--- config.mk ---
export PLATFORM = sky130hd
export DESIGN_NAME = irq_vector_sequencer_flat
export DESIGN_NICKNAME = d
export VERILOG_FILES = /design/src/rtl/irq_vector_sequencer_if.sv /design/src/rtl/irq_vector_sequencer.sv /design/src/flat_wrapper.sv
export SDC_FILE = /design/constraint.sdc
export NUM_CORES = 1
export LEC_CHECK = 0
export CORE_ASPECT_RATIO = 0.5
export CORE_MARGIN = 2
export CORE_UTILIZATION = 36
export CTS_BUF_LIST = sky130_fd_sc_hd__clkbuf_16
export DETAILED_ROUTE_END_ITERATION = 8
export GPL_TIMING_DRIVEN = 1
export MAX_ROUTING_LAYER = met4
export PLACE_DENSITY = 0.84
export SLEW_MARGIN = 20
export SYNTH_ARGS = -nofsm -noshare
export SYNTH_HDL_FRONTEND = slang
export SYNTH_SLANG_ARGS = --single-unit
--- constraint.sdc ---
create_clock -name clk -period 2.7 [get_ports clk]
set_clock_uncertainty 0.05 [all_clocks]
set_input_delay 0.81 -clock clk [delete_from_list [all_inputs] [get_ports clk]]
set_output_delay 0.81 -clock clk [all_outputs]
set_load 0.02 [all_outputs]
--- src/rtl/irq_vector_sequencer_if.sv ---
// Core-side signal bundle for the 6502 interrupt/reset entry sequencer.
// The sequencer takes the master view because it drives the bus while busy.
interface irq_vector_sequencer_if;
    logic        rdy;
    logic        nmi;
    logic        irq;
    logic        brk_req;
    logic        insn_boundary;
    logic        i_flag;
    logic [15:0] pc;
    logic [7:0]  sp;
    logic [7:0]  p;
    logic [7:0]  din;
    logic        busy;
    logic [15:0] addr;
    logic        rw;
    logic [7:0]  dout;
    logic        sp_dec;
    logic        set_i;
    logic        pc_load;
    logic [15:0] pc_new;
    logic        seq_done;

    modport master (
        input  rdy, nmi, irq, brk_req, insn_boundary, i_flag, pc, sp, p, din,
        output busy, addr, rw, dout, sp_dec, set_i, pc_load, pc_new, seq_done
    );

    modport slave (
        output rdy, nmi, irq, brk_req, insn_boundary, i_flag, pc, sp, p, din,
        input  busy, addr, rw, dout, sp_dec, set_i, pc_load, pc_new, seq_done
    );
endinterface

--- src/rtl/irq_vector_sequencer.sv ---
// 6502 RST/NMI/IRQ/BRK entry sequencer: arbitrates pending events at instruction
// boundaries, runs the 7-cycle push/vector-fetch sequence and hands the vector to PC.
module irq_vector_sequencer (
    input logic                    clk,
    input logic                    rst,
    irq_vector_sequencer_if.master bus
);

    typedef enum logic [2:0] {
        ST_IDLE,
        ST_S0,
        ST_S1,
        ST_S2,
        ST_S3,
        ST_S4,
        ST_S5,
        ST_S6
    } state_e;

    typedef enum logic [1:0] {
        K_RST,
        K_NMI,
        K_IRQ,
        K_BRK
    } kind_e;

    localparam logic [15:0] VEC_NMI = 16'hFFFA;
    localparam logic [15:0] VEC_RST = 16'hFFFC;
    localparam logic [15:0] VEC_IRQ = 16'hFFFE;

    state_e      state_q, state_d;
    kind_e       kind_q, kind_d;
    logic [15:0] vec_q, vec_d;
    logic [7:0]  vec_lo_q, vec_lo_d;
    logic        rst_pending_q, rst_pending_d;
    logic        nmi_pending_q, nmi_pending_d;
    logic        nmi_prev_q, nmi_prev_d;

    logic        nmi_edge;
    logic        nmi_clr;
    logic        irq_take;
    logic        nmi_vector_sel;

    logic [15:0] stack_addr;
    logic [7:0]  push_status;
    logic        kind_is_rst;

    assign irq_take       = ~bus.irq & ~bus.i_flag;
    // IRQ/BRK entries are hijacked to the NMI vector if an NMI edge arrived before the fetch.
    assign nmi_vector_sel = (kind_q == K_NMI) ||
                            (((kind_q == K_IRQ) || (kind_q == K_BRK)) && nmi_pending_q);

    always_comb begin : next_state
        state_d       = state_q;
        kind_d        = kind_q;
        vec_d         = vec_q;
        vec_lo_d      = vec_lo_q;
        rst_pending_d = rst_pending_q;
        nmi_prev_d    = bus.nmi;
        nmi_edge      = nmi_prev_q & ~bus.nmi;
        nmi_clr       = 1'b0;

        if (bus.rdy) begin
            case (state_q)
                ST_IDLE: begin
                    if (rst_pending_q) begin
                        kind_d        = K_RST;
                        state_d       = ST_S0;
                        rst_pending_d = 1'b0;
                    end else if (bus.insn_boundary) begin
                        if (nmi_pending_q) begin
                            kind_d  = K_NMI;
                            state_d = ST_S0;
                        end else if (bus.brk_req) begin
                            kind_d  = K_BRK;
                            state_d = ST_S0;
                        end else if (irq_take) begin
                            kind_d  = K_IRQ;
                            state_d = ST_S0;
                        end
                    end
                end
                ST_S0: state_d = ST_S1;
                ST_S1: state_d = ST_S2;
                ST_S2: state_d = ST_S3;
                ST_S3: state_d = ST_S4;
                ST_S4: begin
                    state_d = ST_S5;
                    if (nmi_vector_sel) begin
                        vec_d   = VEC_NMI;
                        nmi_clr = 1'b1;
                    end else if (kind_q == K_RST) begin
                        vec_d = VEC_RST;
                    end else begin
                        vec_d = VEC_IRQ;
                    end
                end
                ST_S5: begin
                    vec_lo_d = bus.din;
                    state_d  = ST_S6;
                end
                ST_S6: state_d = ST_IDLE;
                default: state_d = ST_IDLE;
            endcase
        end

        // A fresh edge wins over a same-cycle clear so no NMI is lost.
        nmi_pending_d = nmi_edge | (nmi_pending_q & ~nmi_clr);
    end

    always_ff @(posedge clk) begin
        if (rst) begin
            state_q       <= ST_IDLE;
            kind_q        <= K_RST;
            vec_q         <= '0;
            vec_lo_q      <= '0;
            rst_pending_q <= 1'b1;
            nmi_pending_q <= 1'b0;
            nmi_prev_q    <= 1'b1;
        end else begin
            state_q       <= state_d;
            kind_q        <= kind_d;
            vec_q         <= vec_d;
            vec_lo_q      <= vec_lo_d;
            rst_pending_q <= rst_pending_d;
            nmi_pending_q <= nmi_pending_d;
            nmi_prev_q    <= nmi_prev_d;
        end
    end

    assign stack_addr  = {8'h01, bus.sp};
    assign kind_is_rst = (kind_q == K_RST);
    assign push_status = {bus.p[7:6], 1'b1, (kind_q == K_BRK), bus.p[3:0]};

    always_comb begin : bus_outputs
        bus.busy     = 1'b0;
        bus.addr     = '0;
        bus.rw       = 1'b1;
        bus.dout     = '0;
        bus.sp_dec   = 1'b0;
        bus.set_i    = 1'b0;
        bus.pc_load  = 1'b0;
        bus.pc_new   = '0;
        bus.seq_done = 1'b0;

        case (state_q)
            ST_S0, ST_S1: begin
                bus.busy = 1'b1;
                bus.addr = bus.pc;
            end
            ST_S2: begin
                bus.busy   = 1'b1;
                bus.addr   = stack_addr;
                bus.sp_dec = bus.rdy;
                if (!kind_is_rst) begin
                    bus.rw   = 1'b0;
                    bus.dout = bus.pc[15:8];
                end
            end
            ST_S3: begin
                bus.busy   = 1'b1;
                bus.addr   = stack_addr;
                bus.sp_dec = bus.rdy;
                if (!kind_is_rst) begin
                    bus.rw   = 1'b0;
                    bus.dout = bus.pc[7:0];
                end
            end
            ST_S4: begin
                bus.busy   = 1'b1;
                bus.addr   = stack_addr;
                bus.sp_dec = bus.rdy;
                if (!kind_is_rst) begin
                    bus.rw   = 1'b0;
                    bus.dout = push_status;
                end
            end
            ST_S5: begin
                bus.busy = 1'b1;
                bus.addr = vec_q;
            end
            ST_S6: begin
                bus.busy     = 1'b1;
                bus.addr     = vec_q + 16'd1;
                bus.pc_new   = {bus.din, vec_lo_q};
                bus.pc_load  = bus.rdy;
                bus.set_i    = bus.rdy;
                bus.seq_done = bus.rdy;
            end
            default: begin
                bus.busy = 1'b0;
            end
        endcase
    end

endmodule

--- src/flat_wrapper.sv ---
// flat-port wrapper written by rule: the top's interface ports become plain ports
module irq_vector_sequencer_flat 
  (clk, rst, bus_rdy, bus_nmi, bus_irq, bus_brk_req, bus_insn_boundary, bus_i_flag, bus_pc, bus_sp, bus_p, bus_din, bus_busy, bus_addr, bus_rw, bus_dout, bus_sp_dec, bus_set_i, bus_pc_load, bus_pc_new, bus_seq_done);
  irq_vector_sequencer_if bus_i ();
  input logic clk;
  input logic rst;
  input wire logic [$bits(bus_i.rdy)-1:0] bus_rdy;
  input wire logic [$bits(bus_i.nmi)-1:0] bus_nmi;
  input wire logic [$bits(bus_i.irq)-1:0] bus_irq;
  input wire logic [$bits(bus_i.brk_req)-1:0] bus_brk_req;
  input wire logic [$bits(bus_i.insn_boundary)-1:0] bus_insn_boundary;
  input wire logic [$bits(bus_i.i_flag)-1:0] bus_i_flag;
  input wire logic [$bits(bus_i.pc)-1:0] bus_pc;
  input wire logic [$bits(bus_i.sp)-1:0] bus_sp;
  input wire logic [$bits(bus_i.p)-1:0] bus_p;
  input wire logic [$bits(bus_i.din)-1:0] bus_din;
  output wire logic [$bits(bus_i.busy)-1:0] bus_busy;
  output wire logic [$bits(bus_i.addr)-1:0] bus_addr;
  output wire logic [$bits(bus_i.rw)-1:0] bus_rw;
  output wire logic [$bits(bus_i.dout)-1:0] bus_dout;
  output wire logic [$bits(bus_i.sp_dec)-1:0] bus_sp_dec;
  output wire logic [$bits(bus_i.set_i)-1:0] bus_set_i;
  output wire logic [$bits(bus_i.pc_load)-1:0] bus_pc_load;
  output wire logic [$bits(bus_i.pc_new)-1:0] bus_pc_new;
  output wire logic [$bits(bus_i.seq_done)-1:0] bus_seq_done;
  assign bus_i.rdy = bus_rdy;
  assign bus_i.nmi = bus_nmi;
  assign bus_i.irq = bus_irq;
  assign bus_i.brk_req = bus_brk_req;
  assign bus_i.insn_boundary = bus_insn_boundary;
  assign bus_i.i_flag = bus_i_flag;
  assign bus_i.pc = bus_pc;
  assign bus_i.sp = bus_sp;
  assign bus_i.p = bus_p;
  assign bus_i.din = bus_din;
  assign bus_busy = bus_i.busy;
  assign bus_addr = bus_i.addr;
  assign bus_rw = bus_i.rw;
  assign bus_dout = bus_i.dout;
  assign bus_sp_dec = bus_i.sp_dec;
  assign bus_set_i = bus_i.set_i;
  assign bus_pc_load = bus_i.pc_load;
  assign bus_pc_new = bus_i.pc_new;
  assign bus_seq_done = bus_i.seq_done;
  irq_vector_sequencer u_core (.clk(clk), .rst(rst), .bus(bus_i));
endmodule
== Yosys cells after proc, flatten, opt, wreduce, memory -nomap -nowiden ==
Cells that the tools add are included.

* Mux-type cells: 27
* Reduce and logical (&&, ||, !) cells: 15
* Bitwise logic cells: 8
* Add/sub/neg operators: 1
* Eq/ne operators: 12

{| class="wikitable"
|+ Operators with widths
! operator !! count
|-
| one-hot mux 16 bit (4 select lines) || 1
|-
| two-way mux 16 bit || 2
|-
| two-way mux 8 bit || 3
|-
| one-hot mux 3 bit (8 select lines) || 1
|-
| one-hot mux 8 bit (3 select lines) || 1
|-
| adder 16 x 1 -> 16 bit, second input constant || 1
|-
| two-way mux 3 bit || 5
|-
| == test 3 bit, second input constant || 4
|-
| two-way mux 2 bit || 6
|-
| two-way mux 1 bit || 8
|-
| OR reduction 7 bit || 1
|-
| == test 3 x 2 -> 1 bit, second input constant || 2
|-
| AND reduction 2 bit || 3
|-
| inequality test 5 x 2 -> 1 bit, second input constant || 1
|-
| == test 2 bit, second input constant || 2
|-
| NOT 1 bit || 4
|-
| AND reduction 4 bit || 1
|-
| nonzero test 4 bit || 1
|-
| bitwise AND 1 bit || 3
|-
| == test 3 x 1 -> 1 bit, second input constant || 1
|-
| zero test 3 bit || 1
|-
| inequality test 3 x 2 -> 1 bit, second input constant || 1
|-
| AND reduction 3 bit || 1
|-
| OR reduction 3 bit || 1
|-
| other kinds (7) || 8
|}

* Output and inout bits: 46
* Bits in registers: 32
* Input bits: 48

== Longest topological paths before layout ==
Gate-level depths: netlist of run 1.

* Depth in word-level cells: 10
* Mapped depth: 7

== Least setup slack after synthesis of run 1 ==
No wires, ideal clock.

* Path type: register to output
* Start: register u_core.state_q[0]
* End: output bus_busy
* Path slack: 0.049 ns
* Data required time: 1.840 ns
* Path buffers: 1
* Data arrival time: 1.791 ns
* Cell stages (with the launch flop): 7
* Cells stage by stage: dfxtp_1 -> inv_1 -> ha_1 -> or3b_4 -> and2_4 -> buf_6 -> or3_1

* Cells in the longest elaborated chain, start to end: 3

{| class="wikitable"
|+ Ends and longest elaborated chain
! item !! line !! source
|-
| start, declared || irq_vector_sequencer.sv:31 || <nowiki>state_e state_q, state_d;</nowiki>
|-
| start signal, assigned || irq_vector_sequencer.sv:121 || <nowiki>state_q <= state_d;</nowiki>
|-
| == test 3 x 1 -> 1 bit, or another cell as far along || irq_vector_sequencer.sv:146 || <nowiki>case (state_q)</nowiki>
|-
| OR reduction 7 bit (no line) (*) || - ||
|-
| two-way mux 1 bit (*) || irq_vector_sequencer.sv:146 ||
|-
| end, declared || flat_wrapper.sv:17 || <nowiki>output wire logic [$bits(bus_i.busy)-1:0] bus_busy;</nowiki>
|}

Mark *: on every way between the ends. The rest lies on a longest branch, timed or not.

== Final worst setup path of run 1 ==
* Start: register u_core.state_q[0]
* End: output bus_addr[6]

* Cells in the longest elaborated chain, start to end: 3

{| class="wikitable"
|+ Ends and longest elaborated chain
! item !! line !! source
|-
| == test 3 x 2 -> 1 bit, or another cell as far along || irq_vector_sequencer.sv:146 ||
|-
| OR reduction 3 bit (no line) or OR reduction 2 bit (tied branches) || - ||
|-
| one-hot mux 16 bit (4 select lines) (*) || irq_vector_sequencer.sv:146 ||
|-
| end, declared || flat_wrapper.sv:18 || <nowiki>output wire logic [$bits(bus_i.addr)-1:0] bus_addr;</nowiki>
|}

Marks and branches as above.

==> results list, run 1 <==
- After the flow finishes, the layout carries non-filler instances totaling 348.
* FP Rows: 16
- Number of diodes: 0
- Final Util: around 70%
- The tool flagged a number of max-cap violations equal to 0.
- Final critical-path setup slack: -52.5 ps
- Counting flops with an async set or reset pin after synthesis yields a share of 0%.
- 94 I/O pins were placed.
* Post-Syn Area per Cell: 7.93 µm²
- In this run the vertical extent of the chip is 48.8 µm.
* Post-route design area: 2720 µm²
* Critical path endpoint category: output pin
- Standard cell area after detailed placement: approximately 2600 µm²
- Worst-skew pair later-pin latency: 250 ps
* Routed length per placed instance: between 15 and 20 µm
- The number of global-route vias before repair is 1830.
- Top-area cell type share of the netlist area: 26.4%
* First DRT Iteration DRCs: 107
* Startpoint class of the critical path: flip-flop
- Counting flops and latches in the post-synthesis netlist gives 19.
* Number of buffers added by the clock tree synthesis step: 3
- Share of cells above drive strength 1: roughly a third
- The area growth from synthesis to layout is 88.3%.
- For the pin with the worst max-slew slack, the measured transition is 561 ps.
- Unique cell type count in the Yosys netlist: 39
* Fill cell count: around 300
- Number of sinks handled by clock tree synthesis: 19
* Number of detailed-route iterations in the first pass: 4
- Highest ir drop seen on vdd: 0.264 mV
- In this run, synthesis inferred 0 flip-flops with an integrated enable.
- After detailed routing, the number of remaining DRC violations is 0.
- Outcome: finished, violations left
- The HPWL after detailed placement is slightly below 4 mm.
* Cell taking the most area after synthesis: sky130_fd_sc_hd__dfxtp_1
* RD Place Congestion: 0.853
- After synthesis, the cell types taking the most area are sky130_fd_sc_hd__dfxtp_1 26%, sky130_fd_sc_hd__mux2i_1 9.0%, sky130_fd_sc_hd__and3_1 8.7%.
- Failing checks: negative setup slack
- Tightest slew margin relative to the limit: 62.5%
* Pin count of the biggest net entering global routing: 28
* Arrival time of the worst setup path: between 1500 and 2000 ps
- Final total negative setup slack: -254 ps
* Final Cycle Share: 102%
* Class of the most critical setup path: flip-flop to output pin
- Synthesis produced a netlist with a net count of 234.
* Time the worst path needs with I/O delays and setup: 2750 ps
- Seq/Total Area, Yosys: about a quarter
* Maximum clock path buffer count: 2
- Floorplan die area: 4560 µm²
- Maximum net fanout on the critical path: 5
- Number of H-tree branching levels: 1
- Number of warning messages in the yosys log: 0
* Final setup violation count: 7
* Slew Limit Fails: 0
- RSZ-0062 raised after global routing: true
- Global routing consumed, over all layers together, 24.3% of the routing resources.
* Class of the tightest hold or removal check: flip-flop to flip-flop
* Global-route wire length before repair: 8.74 mm
* Number of placed cells counting well taps: between 300 and 400
* Cells after Synth: 182
* Detailed Route WL: between 5 and 6 mm
- For this configuration, the core starts out at a cell density of a little under two fifths.
- Total count of hold-check failures in the final report: 0
- Summing over every cut layer, the via total after detailed routing is ~1900.
- Gr ovfl total: 0
- Achievable frequency: ~360 MHz
- At the end of the flow, the number of nets in the layout was 347.
- During placement, the flow inserted port buffers numbering between 90 and 100.
* Main flop type after synthesis: sky130_fd_sc_hd__dfxtp_1
- In this run the cell area of the synthesized design comes to around 1400 µm².
- Clock tree synthesis selected as its root buffer the cell sky130_fd_sc_hd__clkbuf_16.
- Drt via density: roughly 5.4
* PD cells: 417 nW/µm²
- In this run the horizontal extent of the chip is 93.5 µm.
* Antenna violations before repair: 0
- Total of hold buffers inserted after clock tree synthesis: 0
- WP data required: between 1500 and 2000 ps
* P_leak: 1.47 nW
- TritonCTS built the clock tree.
* Floorplan Core Area: roughly 3900 µm²
- In this run the remaining antenna-violating nets after routing total 0.
* CTS clk-pin slew, worst paths: 60 ps
area by class of cell:
cell class                 instances  area, µm²  area share [%]
clock buffer                       3       75.1            2.76
clock inverter                     1       7.51           0.276
inverter                           4       17.5           0.645
tap                               54       67.6            2.49
timing repair buffer             125       1110            41.0
sequential                        19        385            14.2
multi-input combinational        142       1050            38.6
per-stage QoR:
step                power [mW]  worst slack, ps  hold WS, ps
global route              1.18            -98.2          436
floorplan                0.541             48.7          381
global placement         0.768             -458          393
CTS                       1.11            -85.6          407
detailed placement       0.783             -431          399
finish                    1.13            -52.5          398
Yosys cell counts, types with 3 or more instances:
master / number
sky130_fd_sc_hd__and3_1: 20
sky130_fd_sc_hd__dfxtp_1: 19
sky130_fd_sc_hd__nor2_1: 19
sky130_fd_sc_hd__nand2_1: 17
sky130_fd_sc_hd__mux2i_1: 13
sky130_fd_sc_hd__clkbuf_1: 12
sky130_fd_sc_hd__a22o_1: 9
sky130_fd_sc_hd__a22oi_1: 7
sky130_fd_sc_hd__a21o_1: 5
sky130_fd_sc_hd__a221o_1: 5
sky130_fd_sc_hd__nand2b_1: 5
sky130_fd_sc_hd__or2_2: 5
sky130_fd_sc_hd__ha_1: 4
sky130_fd_sc_hd__inv_1: 4
sky130_fd_sc_hd__o21ai_0: 4
sky130_fd_sc_hd__nand3_1: 3
sky130_fd_sc_hd__o31ai_1: 3
flip-flops by register name (all words and copies together) (netlist names):
signal	flops
u_core.nmi_prev_q	1
u_core.rst_pending_q	1
u_core.state_q	3
u_core.nmi_pending_q	1
u_core.kind_q	2
u_core.vec_q	3
u_core.vec_lo_q	8
worst max-delay path: stages (launching register included):
cell,delay [ps]
sky130_fd_sc_hd__dfxtp_4,370
sky130_fd_sc_hd__inv_4,40
sky130_fd_sc_hd__ha_4,150
sky130_fd_sc_hd__or3b_4,410
sky130_fd_sc_hd__and2_4,180
sky130_fd_sc_hd__a221o_1,360
sky130_fd_sc_hd__buf_6,140
routing by layer:
layer / share of wire, % / up-vias / track usage (%)
met2: 52 / 80 / 44.6
li1: - / 886 / -
met4: 1.6 / 0 / 5.39
met3: 6.6 / 8 / 2.96
met1: 40 / 897 / 28.7
met5: 0 / - / -
what timing repair did:
action	in CTS	in global routing
endpoints found under the setup margin	46	27
cloned	1	0
gates resized for setup	146	41
pin swaps	15	11
buffers inserted	3	1
final timing paths:
check | slack [ps] | cells past startpoint | from | to
max | -50 | 6 | u_core.state_q[0] | bus_addr[6]
min | 400 | 2 | u_core.nmi_prev_q | u_core.nmi_pending_q
max reg2reg | 730 | 6 | u_core.state_q[0] | u_core.state_q[1]
min reg2reg | 400 | 2 | u_core.nmi_prev_q | u_core.nmi_pending_q
layout by cell type (no fill, tap or decap), types with 9 or more instances in the layout:
cell                              Yosys  layout
sky130_fd_sc_hd__clkdlybuf4s50_1      0      38
sky130_fd_sc_hd__buf_4                2      38
sky130_fd_sc_hd__nor2_1              19      19
sky130_fd_sc_hd__and3_1              20      19
sky130_fd_sc_hd__dlygate4sd2_1        0      17
sky130_fd_sc_hd__dfxtp_1             19      17
sky130_fd_sc_hd__nand2_1             17      16
sky130_fd_sc_hd__mux2i_1             13      13
sky130_fd_sc_hd__buf_6                1      11
sky130_fd_sc_hd__a22o_1               9       9
power breakdown:
| group | leakage (nW) | internal [mW] | switching (mW) | total (mW) |
|---|---|---|---|---|
| registers | 0.155 | 0.293 | 0.0110 | 0.304 |
| clock network | 0.0371 | 0.200 | 0.106 | 0.306 |
| logic | 1.28 | 0.279 | 0.243 | 0.522 |
cell families (layout without fill, tap and decap cells):
group	count (synthesis)	count (layout)	share of synthesized area, %
buf+inv	22	133	6.94
compound gates	46	46	25.7
simple gates	78	79	28.5
mux	13	13	9.02
flops	19	19	26.4
fa+ha+maj	4	4	3.47
(Power assumes the default switching activity.)
==> inputs of run 2 (changes only) <==
RECOVER_POWER = 25   (was unset)
REMOVE_ABC_BUFFERS = 1   (was unset)
SKIP_LAST_GASP = 1   (was unset)
==> run 2 against run 1 <==
Effect of this change: the run still ends with negative setup slack left; cell count grew 0.29%; count of clock-buffer cells in the layout is the same; total power grew 0.46%; core utilization grew 0.42 points; combinational power grew 1%; non-clock buffer count is the same; routed wire length grew 1.6%; via count shrank 1.4%; critical path type unchanged.
==> results list, run 2 (synthesis results as in run 1) <==
- Highest ir drop seen on vdd: 0.359 mV
- Switching power share of the total: between 30% and 40%
* P_leak: 1.45 nW
* Switch Pwr: between 0.3 and 0.4 mW
* Slew Limit Fails: 0
- Die W: 93.5 µm
- Fill cell count: 280
- Final Cycle Share: 104%
- The routed design could run at a clock period as short as between 2000 and 3000 ps.
- Detailed Route WL: 5.66 mm
* Outcome: finished, violations left
* Commonest non-fill, non-tap cells in the layout: 39 x sky130_fd_sc_hd__clkdlybuf4s50_1, 32 x sky130_fd_sc_hd__buf_4, 19 x sky130_fd_sc_hd__nor2_1, 19 x sky130_fd_sc_hd__and3_1
* Antenna violations before repair: 0
* RSZ-0062 raised after global routing: true
- CTS root buf: sky130_fd_sc_hd__clkbuf_16
- For this run, design rule violations remaining after detail routing come to 0.
- Clock-pin slew was measured on the worst setup and hold paths at around 60 ps.
- The most critical setup path has its startpoint at u_core.state_q[0].
* Number of sinks handled by clock tree synthesis: 19
* Maximum net fanout on the critical path: 5
* Number of H-tree branching levels: 1
- Critical path endpoint category: output pin
- The post-route netlist has 32.2% of its cells at a drive strength greater than 1.
* Global-route wire length before repair: 8.74 mm
- For this block, the initial DRC count from the detailed router was 90.
- Floorplan die area: 4560 µm²
* Number of nets at the end of the flow: 348
* Number of detailed-route iterations in the first pass: 4
- At the later pin of the worst-skew pair, clock insertion delay measures 250 ps.
- Global routing finished with a remaining overflow of 0.
- WP data required: 1840 ps
- Entering global routing, the biggest net connects 22 pins.
* Actual transition at the worst max-transition pin: 643 ps
- In this run the deepest clock path goes through 2 buffers.
- TritonCTS clock tree: built
* IO buf count: 91
* Largest register FFs: 8
* Class of the tightest hold or removal check: flip-flop to flip-flop
* Final critical-path setup slack: -110 ps
- Of the total power, the clock network draws 26.6%.
- STA classifies the critical path startpoint as a flip-flop.
* Logic gate share of total power: a little under half
- Routability-driven placement finished with a final weighted congestion of 0.839.
- Final setup violation count: 9
* Achievable frequency: 356 MHz
- Starting utilization of the core area: 37.3%
- Counting the buffers created by CTS gives 3.
* Class of the most critical setup path: flip-flop to output pin
- Across every metal layer, demand over resource in global routing totals 24.7%.
- Total of hold buffers inserted after clock tree synthesis: 0
- The startpoint identified for the worst register-to-register timing path is u_core.state_q[0].
- Vias in the first global route: between 1500 and 2000
- In the final routed layout, each cell accounts on average for ~16 µm.
- Failing checks: negative setup slack
- The internal portion of the total power is 0.768 mW.
* Floorplan Core Area: 3860 µm²
- In this run the count of I/O pins placed on the die edge is between 90 and 100.
* Drt via density: about 5.3
- Post-Place Setup Slack: -441 ps
- Ranked by flip-flop count, first place goes to u_core.vec_lo_q.
* Number of antenna-violating nets in the routed design: 0
- Max-cap violations in this run came to 0.
* Chip height: 48.8 µm
- Headroom to the max-slew limit came out at 57.0%.
* Total count of hold-check failures in the final report: 0
- Most common cell after layout, fill and taps aside: sky130_fd_sc_hd__clkdlybuf4s50_1
* Total half-perimeter wirelength after legalization and detailed placement: around 3.8 mm
- In the final layout, the registers with the most flip-flops are u_core.vec_lo_q: 8 flops, u_core.state_q: 3 flops, u_core.vec_q: 3 flops.
- Number of diodes: 0
- Register share of total power: 27.1%
- In this run the power density over the cells is around 420 nW/µm².
* Startpoint of the most critical hold path: u_core.nmi_prev_q
- From synthesis to final layout, the design area changed by 89.4%.
* FP Rows: 16
- DR vias: 1845
* Total power draw: 1.14 mW
- Arrival time of the worst setup path: 1950 ps
[run 2: cell types whose count changed in the layout (fill, tap and decap cells not counted), moves of 2 or more]
cell,change
sky130_fd_sc_hd__dlymetal6s2s_1,-3
sky130_fd_sc_hd__dlygate4sd3_1,+2
sky130_fd_sc_hd__ha_4,+3
sky130_fd_sc_hd__buf_4,-6
sky130_fd_sc_hd__clkbuf_1,+2
sky130_fd_sc_hd__buf_2,+4
sky130_fd_sc_hd__ha_2,-3
[run 2: metrics by stage]
| step | utilization (%) | instances | hold slack, ps | area [µm²] | TNS, ps |
|---|---|---|---|---|---|
| after floorplan | - | 164 | 375 | 1360 | -35.4 |
| after global placement | 66.4 | 338 | 388 | 2570 | -9760 |
| after detailed placement | 66.4 | 338 | 398 | 2570 | -10300 |
| after CTS | 69.0 | 347 | 406 | 2670 | -264 |
| after global routing | 70.7 | 349 | 432 | 2730 | -1230 |
| final | 70.7 | 349 | 403 | 2730 | -494 |
[run 2: critical path: stages, from the launching register on]
cell and delay, ps:
sky130_fd_sc_hd__dfxtp_4 380, sky130_fd_sc_hd__inv_4 50, sky130_fd_sc_hd__ha_4 160, sky130_fd_sc_hd__or3b_4 390
sky130_fd_sc_hd__and2_4 180, sky130_fd_sc_hd__or3_4 390, sky130_fd_sc_hd__buf_6 140
[run 2: what timing repair did]
item / 4_1_cts / 5_1_grt
gates cloned: 2 / 0
buffers inserted: 3 / 2
setup endpoints to repair: 46 / 24
pin swaps: 12 / 8
gates resized for setup: 151 / 38
[run 2: power by group through the flow]
| stage | registers (mW) | logic, mW | clock network [mW] |
|---|---|---|---|
| 2_1_floorplan | 0.308 | 0.217 | 0 |
| 3_3_place_gp | 0.308 | 0.449 | 0 |
| 3_5_place_dp | 0.310 | 0.458 | 0 |
| 4_1_cts | 0.308 | 0.490 | 0.306 |
| 5_1_grt | 0.311 | 0.558 | 0.321 |
| 6_report | 0.309 | 0.527 | 0.302 |
[run 2: path summary, 6_finish.rpt]
kind | end | slack, ps | cells past startpoint
worst max-delay path | bus_busy | -110 | 6
worst min-delay path | u_core.nmi_pending_q | 400 | 2
worst max register to register | u_core.state_q[0] | 390 | 7
worst min register to register | u_core.nmi_pending_q | 400 | 2
[run 2: final cells by class]
type	instances	area (µm²)	share of cell area [%]
Clock buffer	3	75.1	2.75
Clock inverter	1	5.00	0.183
Inverter	4	17.5	0.641
Multi-Input combinational cell	143	1100	40.2
Sequential cell	19	385	14.1
Tap cell	54	67.6	2.47
Timing Repair Buffer	125	1080	39.7
[run 2: routing by layer]
metal,global-route usage [%],vias up,wire (µm)
met5,-,-,0
met4,3.19,0,18
met3,3.43,2,360
met2,45.1,57,2820
met1,29.7,892,2460
li1,-,894,-
==> inputs of run 3 (changes only) <==
clock period = 2.78 ns   (was 2.7 ns; I/O delays follow)
==> run 3 against run 2 <==
Effect of this change: the flow still finishes with violations (negative setup slack); sequential share of layout area is essentially flat; design area grew 0.78%; combinational power shrank 2%; setup slack gained 84 ps; count of clock-buffer cells in the layout is the same; global-route usage grew 0.49 points; sequential power shrank 3%; largest cell class is now buffers.
==> results list, run 3 (synthesis results as in run 1) <==
- Clock tree synthesis selected as its root buffer the cell sky130_fd_sc_hd__clkbuf_16.
* P_leak: 1.46 nW
- In the finished design, the share of the clock period the worst path needs comes to 101%.
- Post-Place Setup Slack: -407 ps
* Achievable frequency: 356 MHz
- Final setup violation count: 3
- Highest ir drop seen on vdd: 0.393 mV
- The number of antenna violations at the first check in global routing came to 0.
- Number of buffers added by the clock tree synthesis step: 3
- Worst-skew pair later-pin latency: 250 ps
* Number of diodes: 0
* Post-route design area: 2750 µm²
- CTS saw 19 sinks.
- The congestion estimate from routability-driven global placement came to ~0.84.
- Registers take 388 µm².
- Final total negative setup slack: -59.2 ps
- Total power draw: around 1.1 mW
* Floorplan Core Area: 3860 µm²
- Using the TritonRoute via totals, the vias-per-cell ratio works out to 5.40.
* Critical path endpoint category: output pin
- Largest register FFs: 8
- STA puts the critical path data arrival time at 1920 ps.
- The clock passes through at most 2 buffers.
* Count of boundary I/O pins: 94
- The flow ran to the end, but the final reports show violations.
- Summing over every cut layer, the via total after detailed routing is 1895.
* Gr ovfl total: 0
- The final reports fail on negative setup slack.
* Final Util: 71.3%
* IO buf count: 91
* Time the worst path needs with I/O delays and setup: 2810 ps
- The worst setup path is of the flip-flop to output pin kind.
* Startpoint class of the critical path: flip-flop
- Met2 routing resource usage after global routing: 43.5%
- For this run, design rule violations remaining after detail routing come to 0.
- Starting utilization of the core area: 37.3%
- Relative area change from synthesis to final layout: 90.9%
* CTS clk-pin slew, worst paths: 50 ps
* Global-route wire length before repair: 9.10 mm
- TritonCTS clock tree: built
- Across the run, the number of max-cap violations was 0.
* Detailed Route WL: 6.02 mm
- Aggregate global-route resource usage: 25.1%
- Tightest slew margin relative to the limit: about 54%
- Setup repair after global routing could not meet its margin everywhere.
- In this run the number of H-tree levels came out at 1.
* Fill cell count: 270
- Global routing consumed, on the met1 layer, 31.1% of the routing resources.
- Most common cell after layout, fill and taps aside: sky130_fd_sc_hd__clkdlybuf4s50_1
* Number of detailed-route iterations in the first pass: 4
- The largest registers in the layout are u_core.vec_lo_q: 8 flops, u_core.state_q: 3 flops, u_core.vec_q: 3 flops.
- Class of the tightest hold or removal check: flip-flop to flip-flop
* Combined area of the multi-input logic cells: between 1000 and 1500 µm²
- The first routing iteration left 103 violations.
- The initialized floorplan defines 16 standard-cell rows.
* Slew Limit Fails: 0
- Final critical-path setup slack: -25.1 ps
* Met3 demand-to-capacity share in global routing: 4.36%
- Counting flops per register, the top entry is u_core.vec_lo_q.
- The wire-length estimate of the detail-placed layout is roughly 4 mm.
* Floorplan die area: 4560 µm²
- Routed length per placed instance: 17.2 µm
- For the worst setup path, the data required time is 1900 ps.
* Share of cells above drive strength 1: a little under a third
- Most Crowded Layer GR: met2
- The die is between 90 and 100 µm wide.
- Entering global routing, the biggest net connects 22 pins.
* Standard cell area after detailed placement: 2570 µm²
- Vias in the first global route: 1916
- Number of antenna-violating nets in the routed design: 0
* Maximum net fanout on the critical path: 5
- Number of nets at the end of the flow: 350
* Total count of hold-check failures in the final report: 0
- PD cells: 402 nW/µm²
* Chip height: 48.8 µm
- In this run, post-CTS hold repair placed 0 buffers.
- For the pin with the worst max-slew slack, the measured transition is roughly 690 ps.
- In the layout the commonest cells are 40 x sky130_fd_sc_hd__clkdlybuf4s50_1, 34 x sky130_fd_sc_hd__buf_4, 19 x sky130_fd_sc_hd__nor2_1, 19 x sky130_fd_sc_hd__dlygate4sd2_1, 18 x sky130_fd_sc_hd__and3_1.
[run 3: changes by cell type in the layout (fill, tap and decap cells not counted), moves of 2 or more]
cell | before | now
sky130_fd_sc_hd__clkbuf_2 | 7 | 0
sky130_fd_sc_hd__buf_2 | 10 | 13
sky130_fd_sc_hd__buf_6 | 11 | 8
sky130_fd_sc_hd__a22oi_1 | 3 | 5
sky130_fd_sc_hd__a22oi_2 | 4 | 2
sky130_fd_sc_hd__buf_4 | 32 | 34
sky130_fd_sc_hd__clkdlybuf4s15_1 | 0 | 2
sky130_fd_sc_hd__clkdlybuf4s15_2 | 1 | 3
sky130_fd_sc_hd__dlygate4sd2_1 | 17 | 19
[run 3: metal layers]
layer,routed length [µm],up-vias
met5,0,-
li1,-,889
met4,43,0
met1,2500,938
met3,395,6
met2,3080,62
[run 3: path summary, 6_finish.rpt]
kind	startpoint	end	slack, ps	cells past startpoint
worst max register to register	u_core.state_q[1]	u_core.state_q[0]	770	6
worst min register to register	u_core.nmi_prev_q	u_core.nmi_pending_q	400	2
worst min-delay path	u_core.nmi_prev_q	u_core.nmi_pending_q	400	2
worst max-delay path	u_core.state_q[0]	bus_addr[3]	-30	6
[run 3: cell type report]
type | instances | area share [%]
Tap cell | 54 | 2.45
Multi-Input combinational cell | 142 | 39.0
Sequential cell | 19 | 14.1
Clock inverter | 1 | 0.136
Clock buffer | 3 | 2.73
Inverter | 4 | 0.727
Timing Repair Buffer | 128 | 40.8
[run 3: metrics by stage]
stage / instances / hold WS (ps)
after floorplan: 164 / 375
after global placement: 338 / 388
after detailed placement: 338 / 400
after CTS: 348 / 407
after global routing: 351 / 432
final: 351 / 403
[run 3: where the power goes]
group	internal, mW	switching, mW
logic	0.277	0.238
registers	0.285	0.0162
clock network	0.191	0.0987
[run 3: critical path, stage by stage, from the launching register on]
cell and delay, ps:
sky130_fd_sc_hd__dfxtp_4 370, sky130_fd_sc_hd__inv_4 40, sky130_fd_sc_hd__ha_4 150, sky130_fd_sc_hd__or3b_4 420, sky130_fd_sc_hd__and2_4 210, sky130_fd_sc_hd__a221o_1 330
sky130_fd_sc_hd__buf_6 140
[run 3: repair_timing]
action | 4_1_cts | 5_1_grt
gates resized for setup | 147 | 27
endpoints found under the setup margin | 46 | 21
buffers inserted | 5 | 3
hold endpoints to repair | 0 | 0
gates cloned | 1 | 0
pin swaps | 13 | 10
